`config.mk`:
```
export PLATFORM = sky130hd
export DESIGN_NAME = cpm_fifo_pack
export DESIGN_NICKNAME = d
export VERILOG_FILES = /design/src/rtl/cpm_fifo_pkg.sv /design/src/rtl/cpm_fifo_packer.sv /design/src/rtl/cpm_fifo_pack.sv
export SDC_FILE = /design/constraint.sdc
export NUM_CORES = 1
export LEC_CHECK = 0
export ABC_AREA = 1
export BUFFER_PORTS_ARGS = -buffer_cell sky130_fd_sc_hd__buf_2
export CORE_UTILIZATION = 45
export CTS_BUF_LIST = sky130_fd_sc_hd__clkbuf_8
export DETAILED_ROUTE_END_ITERATION = 6
export GPL_ROUTABILITY_DRIVEN = 0
export HOLD_SLACK_MARGIN = 0.03
export SLEW_MARGIN = 10
export SYNTH_ARGS = -nofsm -noshare
export SYNTH_HDL_FRONTEND = slang
export SYNTH_SLANG_ARGS = --single-unit
export TNS_END_PERCENT = 50
```
`constraint.sdc`:
```
create_clock -name clk -period 9.2 [get_ports clk]
set_clock_uncertainty 0.1 [all_clocks]
set_input_delay 1.38 -clock clk [delete_from_list [all_inputs] [get_ports clk]]
set_output_delay 1.38 -clock clk [all_outputs]
set_load 0.005 [all_outputs]
```
`src/rtl/cpm_fifo_pkg.sv`:
```
// Shared definitions for the CPM packing FIFO.
//   lane_bits()        : width of a lane index for a given pack ratio (never below 1)
//   af_level_default() : default almost-full threshold, two entries below capacity
//   AE_LEVEL_DEFAULT   : default almost-empty threshold
package cpm_fifo_pkg;

  localparam int AE_LEVEL_DEFAULT  = 1;
  localparam int AF_MARGIN_DEFAULT = 2;

  function automatic int lane_bits(input int ratio);
    return (ratio > 1) ? $clog2(ratio) : 1;
  endfunction

  function automatic int af_level_default(input int addr_width);
    return (1 << addr_width) - AF_MARGIN_DEFAULT;
  endfunction

endpackage

```
`src/rtl/cpm_fifo_packer.sv`:
```
// Write-side lane packer. Collects RATIO narrow words LSB-lane-first into one
// wide word and raises commit in the same cycle as the push that closes it.
//   clk, rst     : clock, asynchronous active-high reset
//   clear        : synchronous flush of the open pack word
//   accept       : a narrow word is accepted this cycle
//   last         : close the word after this lane (upper lanes stay zero)
//   data_in      : narrow write data
//   pack_level   : lanes already filled in the open word
//   commit       : the wide word is complete this cycle
//   commit_word  : the completed wide word (valid with commit)
module cpm_fifo_packer
  import cpm_fifo_pkg::*;
#(
  parameter int WR_WIDTH = 8,
  parameter int RATIO    = 4,
  parameter int LANE_W   = lane_bits(RATIO)
) (
  input  logic                         clk,
  input  logic                         rst,
  input  logic                         clear,
  input  logic                         accept,
  input  logic                         last,
  input  logic [WR_WIDTH-1:0]          data_in,
  output logic [LANE_W-1:0]            pack_level,
  output logic                         commit,
  output logic [WR_WIDTH*RATIO-1:0]    commit_word
);

  localparam int RD_WIDTH = WR_WIDTH * RATIO;
  localparam logic [LANE_W-1:0] TOP_LANE = LANE_W'(RATIO - 1);

  logic [RD_WIDTH-1:0] pack_reg;
  logic [RD_WIDTH-1:0] merged;

  // The pack register is zeroed on every commit, so lanes above the current
  // one are already zero and need no explicit padding here.
  always_comb begin
    merged = pack_reg;
    for (int i = 0; i < RATIO; i++) begin
      if (LANE_W'(i) == pack_level) merged[i*WR_WIDTH +: WR_WIDTH] = data_in;
    end
  end

  // With RATIO=1 the only lane is also the top lane, so every push commits.
  assign commit      = accept && (last || (pack_level == TOP_LANE));
  assign commit_word = merged;

  // NOTE: sequential state uses non-blocking assignments so every register
  // samples pre-edge values regardless of block ordering.
  always_ff @(posedge clk or posedge rst) begin
    if (rst) begin
      pack_reg   <= '0;
      pack_level <= '0;
    end else if (clear) begin
      pack_reg   <= '0;
      pack_level <= '0;
    end else if (commit) begin
      pack_reg   <= '0;
      pack_level <= '0;
    end else if (accept) begin
      pack_reg   <= merged;
      pack_level <= pack_level + 1'b1;
    end
  end

endmodule

```
`src/rtl/cpm_fifo_pack.sv`:
```
// CPM FIFO with write-side width packing. Narrow words are packed into wide
// words, which are stored in a DEPTH-entry circular buffer.
//   clk, rst       : clock, asynchronous active-high reset
//   Reset          : synchronous flush, wins over push/pop
//   push, push_last, data_in : narrow write port (push_last closes the word)
//   pop            : read request
//   data_out, data_valid     : wide read port (fall-through or registered)
//   empty, full, almost_full, almost_empty, fifo_count : occupancy status
//   pack_level     : lanes filled in the open pack word
//   overflow, underflow      : sticky error flags
module cpm_fifo_pack
  import cpm_fifo_pkg::*;
#(
  parameter int WR_WIDTH   = 8,
  parameter int RATIO      = 4,
  parameter int ADDR_WIDTH = 4,
  parameter int AF_LEVEL   = af_level_default(ADDR_WIDTH),
  parameter int AE_LEVEL   = AE_LEVEL_DEFAULT,
  parameter bit REG_OUT    = 1'b0,
  parameter int LANE_W     = lane_bits(RATIO)
) (
  input  logic                       clk,
  input  logic                       rst,
  input  logic                       Reset,
  input  logic                       push,
  input  logic                       push_last,
  input  logic [WR_WIDTH-1:0]        data_in,
  input  logic                       pop,
  output logic [WR_WIDTH*RATIO-1:0]  data_out,
  output logic                       data_valid,
  output logic                       empty,
  output logic                       full,
  output logic                       almost_full,
  output logic                       almost_empty,
  output logic [ADDR_WIDTH:0]        fifo_count,
  output logic [LANE_W-1:0]          pack_level,
  output logic                       overflow,
  output logic                       underflow
);

  localparam int RD_WIDTH = WR_WIDTH * RATIO;
  localparam int DEPTH    = 1 << ADDR_WIDTH;

  logic [RD_WIDTH-1:0]   mem [DEPTH];
  logic [ADDR_WIDTH-1:0] wr_ptr;
  logic [ADDR_WIDTH-1:0] rd_ptr;
  logic                  push_ok;
  logic                  pop_ok;
  logic                  commit;
  logic [RD_WIDTH-1:0]   commit_word;

  assign empty        = (fifo_count == '0);
  assign full         = (fifo_count == (ADDR_WIDTH+1)'(DEPTH));
  assign almost_full  = (fifo_count >= (ADDR_WIDTH+1)'(AF_LEVEL));
  assign almost_empty = (fifo_count <= (ADDR_WIDTH+1)'(AE_LEVEL));

  // Gated by Reset so a flush cycle can neither pack nor pop.
  assign push_ok = push && !full && !Reset;
  assign pop_ok  = pop && !empty && !Reset;

  cpm_fifo_packer #(
    .WR_WIDTH (WR_WIDTH),
    .RATIO    (RATIO),
    .LANE_W   (LANE_W)
  ) u_packer (
    .clk         (clk),
    .rst         (rst),
    .clear       (Reset),
    .accept      (push_ok),
    .last        (push_last),
    .data_in     (data_in),
    .pack_level  (pack_level),
    .commit      (commit),
    .commit_word (commit_word)
  );

  // NOTE: the storage array has no reset; occupancy is tracked by the pointers
  // and count, and leaving it out lets the array map onto RAM.
  always_ff @(posedge clk) begin
    if (commit) mem[wr_ptr] <= commit_word;
  end

  always_ff @(posedge clk or posedge rst) begin
    if (rst) begin
      wr_ptr     <= '0;
      rd_ptr     <= '0;
      fifo_count <= '0;
      overflow   <= 1'b0;
      underflow  <= 1'b0;
    end else if (Reset) begin
      wr_ptr     <= '0;
      rd_ptr     <= '0;
      fifo_count <= '0;
      overflow   <= 1'b0;
      underflow  <= 1'b0;
    end else begin
      if (commit) wr_ptr <= wr_ptr + 1'b1;
      if (pop_ok) rd_ptr <= rd_ptr + 1'b1;
      case ({commit, pop_ok})
        2'b10:   fifo_count <= fifo_count + 1'b1;
        2'b01:   fifo_count <= fifo_count - 1'b1;
        default: fifo_count <= fifo_count;
      endcase
      if (push && full) overflow  <= 1'b1;
      if (pop && empty) underflow <= 1'b1;
    end
  end

  generate
    if (REG_OUT) begin : g_reg_out
      always_ff @(posedge clk or posedge rst) begin
        if (rst) begin
          data_out   <= '0;
          data_valid <= 1'b0;
        end else if (Reset) begin
          data_out   <= '0;
          data_valid <= 1'b0;
        end else begin
          data_valid <= pop_ok;
          if (pop_ok) data_out <= mem[rd_ptr];
        end
      end
    end else begin : g_fall_through
      assign data_out   = mem[rd_ptr];
      assign data_valid = !empty;
    end
  endgenerate

endmodule

```
==> impl_results.md <==
* Worst EP required at 7.72 ns
* # Max-Cap Violations at 0
* Starting Density at roughly 46%
* Clock root buffer: clkbuf_8
* Power density over the cells at approximately 240 mW/mm^2
* Placed insts at ~2700
* Hold Vio Cnt, Final at 0
* First-pass GRT wire length at 86.4 mm
* Post-Syn Nets at between 2000 and 2500
* Remaining DRCs at 0
* Clock net sink count at 561
* 1st-iter DRT viols at between 1000 and 1500
* Lkg Pwr at roughly 9.9 nW
* Worst-Margin Slew at about 1.2 ns
* Clk_lat worst skew at about 0.67 ns
* Port Buffers at 59
* Die area at 0.0538 mm^2
* Most frequent cells in the layout: edfxtp_1, inv_1, nand2_1
* DRT Pass-1 Iters at 7
* CTS tree: built
* Antenna violations before repair at 1
* CTS H-tree lvls at 3
* Status: complete, no violations
* Worst Path Max Fanout at just under 100
* Core Util, Final at 51.4%
* Synthesis-to-finish area growth at 11.9%
* Detailed Place HPWL at approximately 28 mm
* Die Wd at between 200 and 250 um
* Main area contributors after synthesis: edfxtp_1, dfrtp_1, inv_1
* Core area at between 0.05 and 0.06 mm^2
* IO Pins at 60
* Max FFs per register at roughly 510
* CP Capture Type: output pin
* Cells after Synth at ~2000
* Data arrival, critical path at between 3 and 4 ns
* Routed Antenna Nets at 0
* Crit start category: flop
* Congestion Overflow GR at 0
* Synthesized flop and latch total at 561
* Final Cycle Share at approximately 58%
* Rows at just over 80
* Final min period at approximately 5.3 ns
* Via count at ~15000
* Nets at roughly 2100
* Most common cell after layout, fill and taps aside: edfxtp_1
* Final setup viols at 0
* HP Class: reg2reg
* Max Fclk at around 190 MHz
* Pin count of the biggest net entering global routing at 280
* RSZ-0062 raised after global routing: no
* Slew Limit Fails at 0
* Area share of the largest cell type after synthesis at between 60% and 70%
* Peak supply drop at just under 0.0002 V
* Die Ht at between 200 and 250 um
* Hold-fix buffers, CTS at 0
* Routed Wire Length at about 56 mm
* WHS at ~0.41 ns
* Register area share after synthesis at 69.8%
* Post-Layout Cell Count at 2835
* # resized after CTS at 0
* Sum Neg Setup Slack at 0 ns
* Post-DR vias/cell at approximately 5.3
* Maximum buffer depth of the clock tree at 3
* Avg Cell Area, Syn at 11.9 um^2
* Clock-pin slew on the worst setup and hold paths at roughly 0.050 ns
* Distinct cells, synth at 30
* Area leader, netlist: edfxtp_1
* Crit path kind: reg2out
* Post-Syn Area at 0.0238 mm^2
* Yosys Warn Count at 0
* Total track usage at 21.5%
* Setup Fix Bufs, Post-CTS at 0
* Slew margin rel. at a little over a fifth
* Per-cell routed wire length at just under 20 um
* Vias in the first global route at ~15000
* Share of layout cells above drive strength 1 at 14.4%
* CTS Buf Count at 94
Yosys cell counts:
cell / instances
buf_6: 6
ha_1: 14
clkinv_8: 1
buf_2: 56
nand2_1: 234
nand3_2: 32
nor2_4: 1
a21oi_1: 132
o21ai_1: 20
dfrtp_1: 49
nor2_2: 1
clkinv_1: 1
nor3_1: 3
nor2_1: 24
edfxtp_1: 512
buf_12: 3
o21ai_2: 14
buf_4: 1
o211ai_1: 128
buf_1: 7
xnor2_1: 1
nand3_1: 215
xor2_1: 3
nand2_4: 2
o21ai_0: 168
nand3_4: 3
inv_1: 306
nand2_2: 4
clkbuf_1: 50
inv_2: 2
report_power, final:
group	total [mW]	leakage (nW)	switching (mW)	internal (mW)
combinational	1.31	3.49	0.864	0.446
clock	2.06	1.04	0.974	1.09
sequential	2.99	5.37	0.100	2.89
cells by family after synthesis:
logic type | count (synthesis) | synth area share (%)
flip-flops | 561 | 69.8
AND/OR/NAND/NOR | 519 | 10.5
AO/OA/AOI/OAI | 462 | 11.3
buffers and inverters | 433 | 7.59
adder cells (fa/ha/maj) | 14 | 0.736
XOR/XNOR | 4 | 0.147
worst max-delay path: stages, from the launching register on:
cell and delay [ns]:
dfrtp_4 0.82, buf_4 0.67, buf_4 0.80, a21oi_1 0.17, o21ai_0 0.14, nand3_1 0.10
nand3_1 0.11, nand2_1 0.12, buf_2 0.14
metal layers:
metal | wire [um] | GRT usage (%) | vias up | part of all wire, %
met4 | 1060 | 7.18 | 0 | 1.9
li1 | - | - | 7181 | -
met1 | 25200 | 29.7 | 7416 | 45
met2 | 26600 | 34.4 | 451 | 47
met3 | 3390 | 3.52 | 78 | 6.0
met5 | 0 | 0 | - | 0
cell type report:
type                            instances  area (um^2)
Clock buffer                          104         1430
Tap cell                              680          851
Antenna cell                            1         2.50
Timing Repair Buffer                  111          698
Fill cell                            4498        25200
Clock inverter                         69          333
Multi-Input combinational cell        999         5520
Inverter                              310         1180
Sequential cell                       561        16600
worst paths after layout:
check	slack, ns	from	cells after the start	end
worst max-delay path	3.87	rd_ptr[0]$_DFFE_PP0P_	8	data_out[20]
worst min-delay path	0.41	underflow$_DFFE_PP0P_	2	underflow$_DFFE_PP0P_
worst max register to register	5.67	u_packer.pack_level[0]$_DFFE_PP0P_	8	mem[3][17]$_DFFE_PP_
worst min register to register	0.41	underflow$_DFFE_PP0P_	2	underflow$_DFFE_PP0P_
max in group asynchronous	7.62	rst	3	rd_ptr[0]$_DFFE_PP0P_
min in group asynchronous	0.82	rst	3	u_packer.pack_reg[27]$_DFFE_PP0P_
metrics by stage:
step / setup slack (ns) / total power [mW] / area [um^2]
finish: 3.87 / 6.36 / 26600
detailed placement: 4.56 / 4.36 / 24900
CTS: 3.83 / 6.42 / 26600
global placement: 4.73 / 4.32 / 24900
floorplan: 5.34 / 4.00 / 23800
global route: 3.59 / 6.71 / 26600
Power figures use the tool's default switching activity.
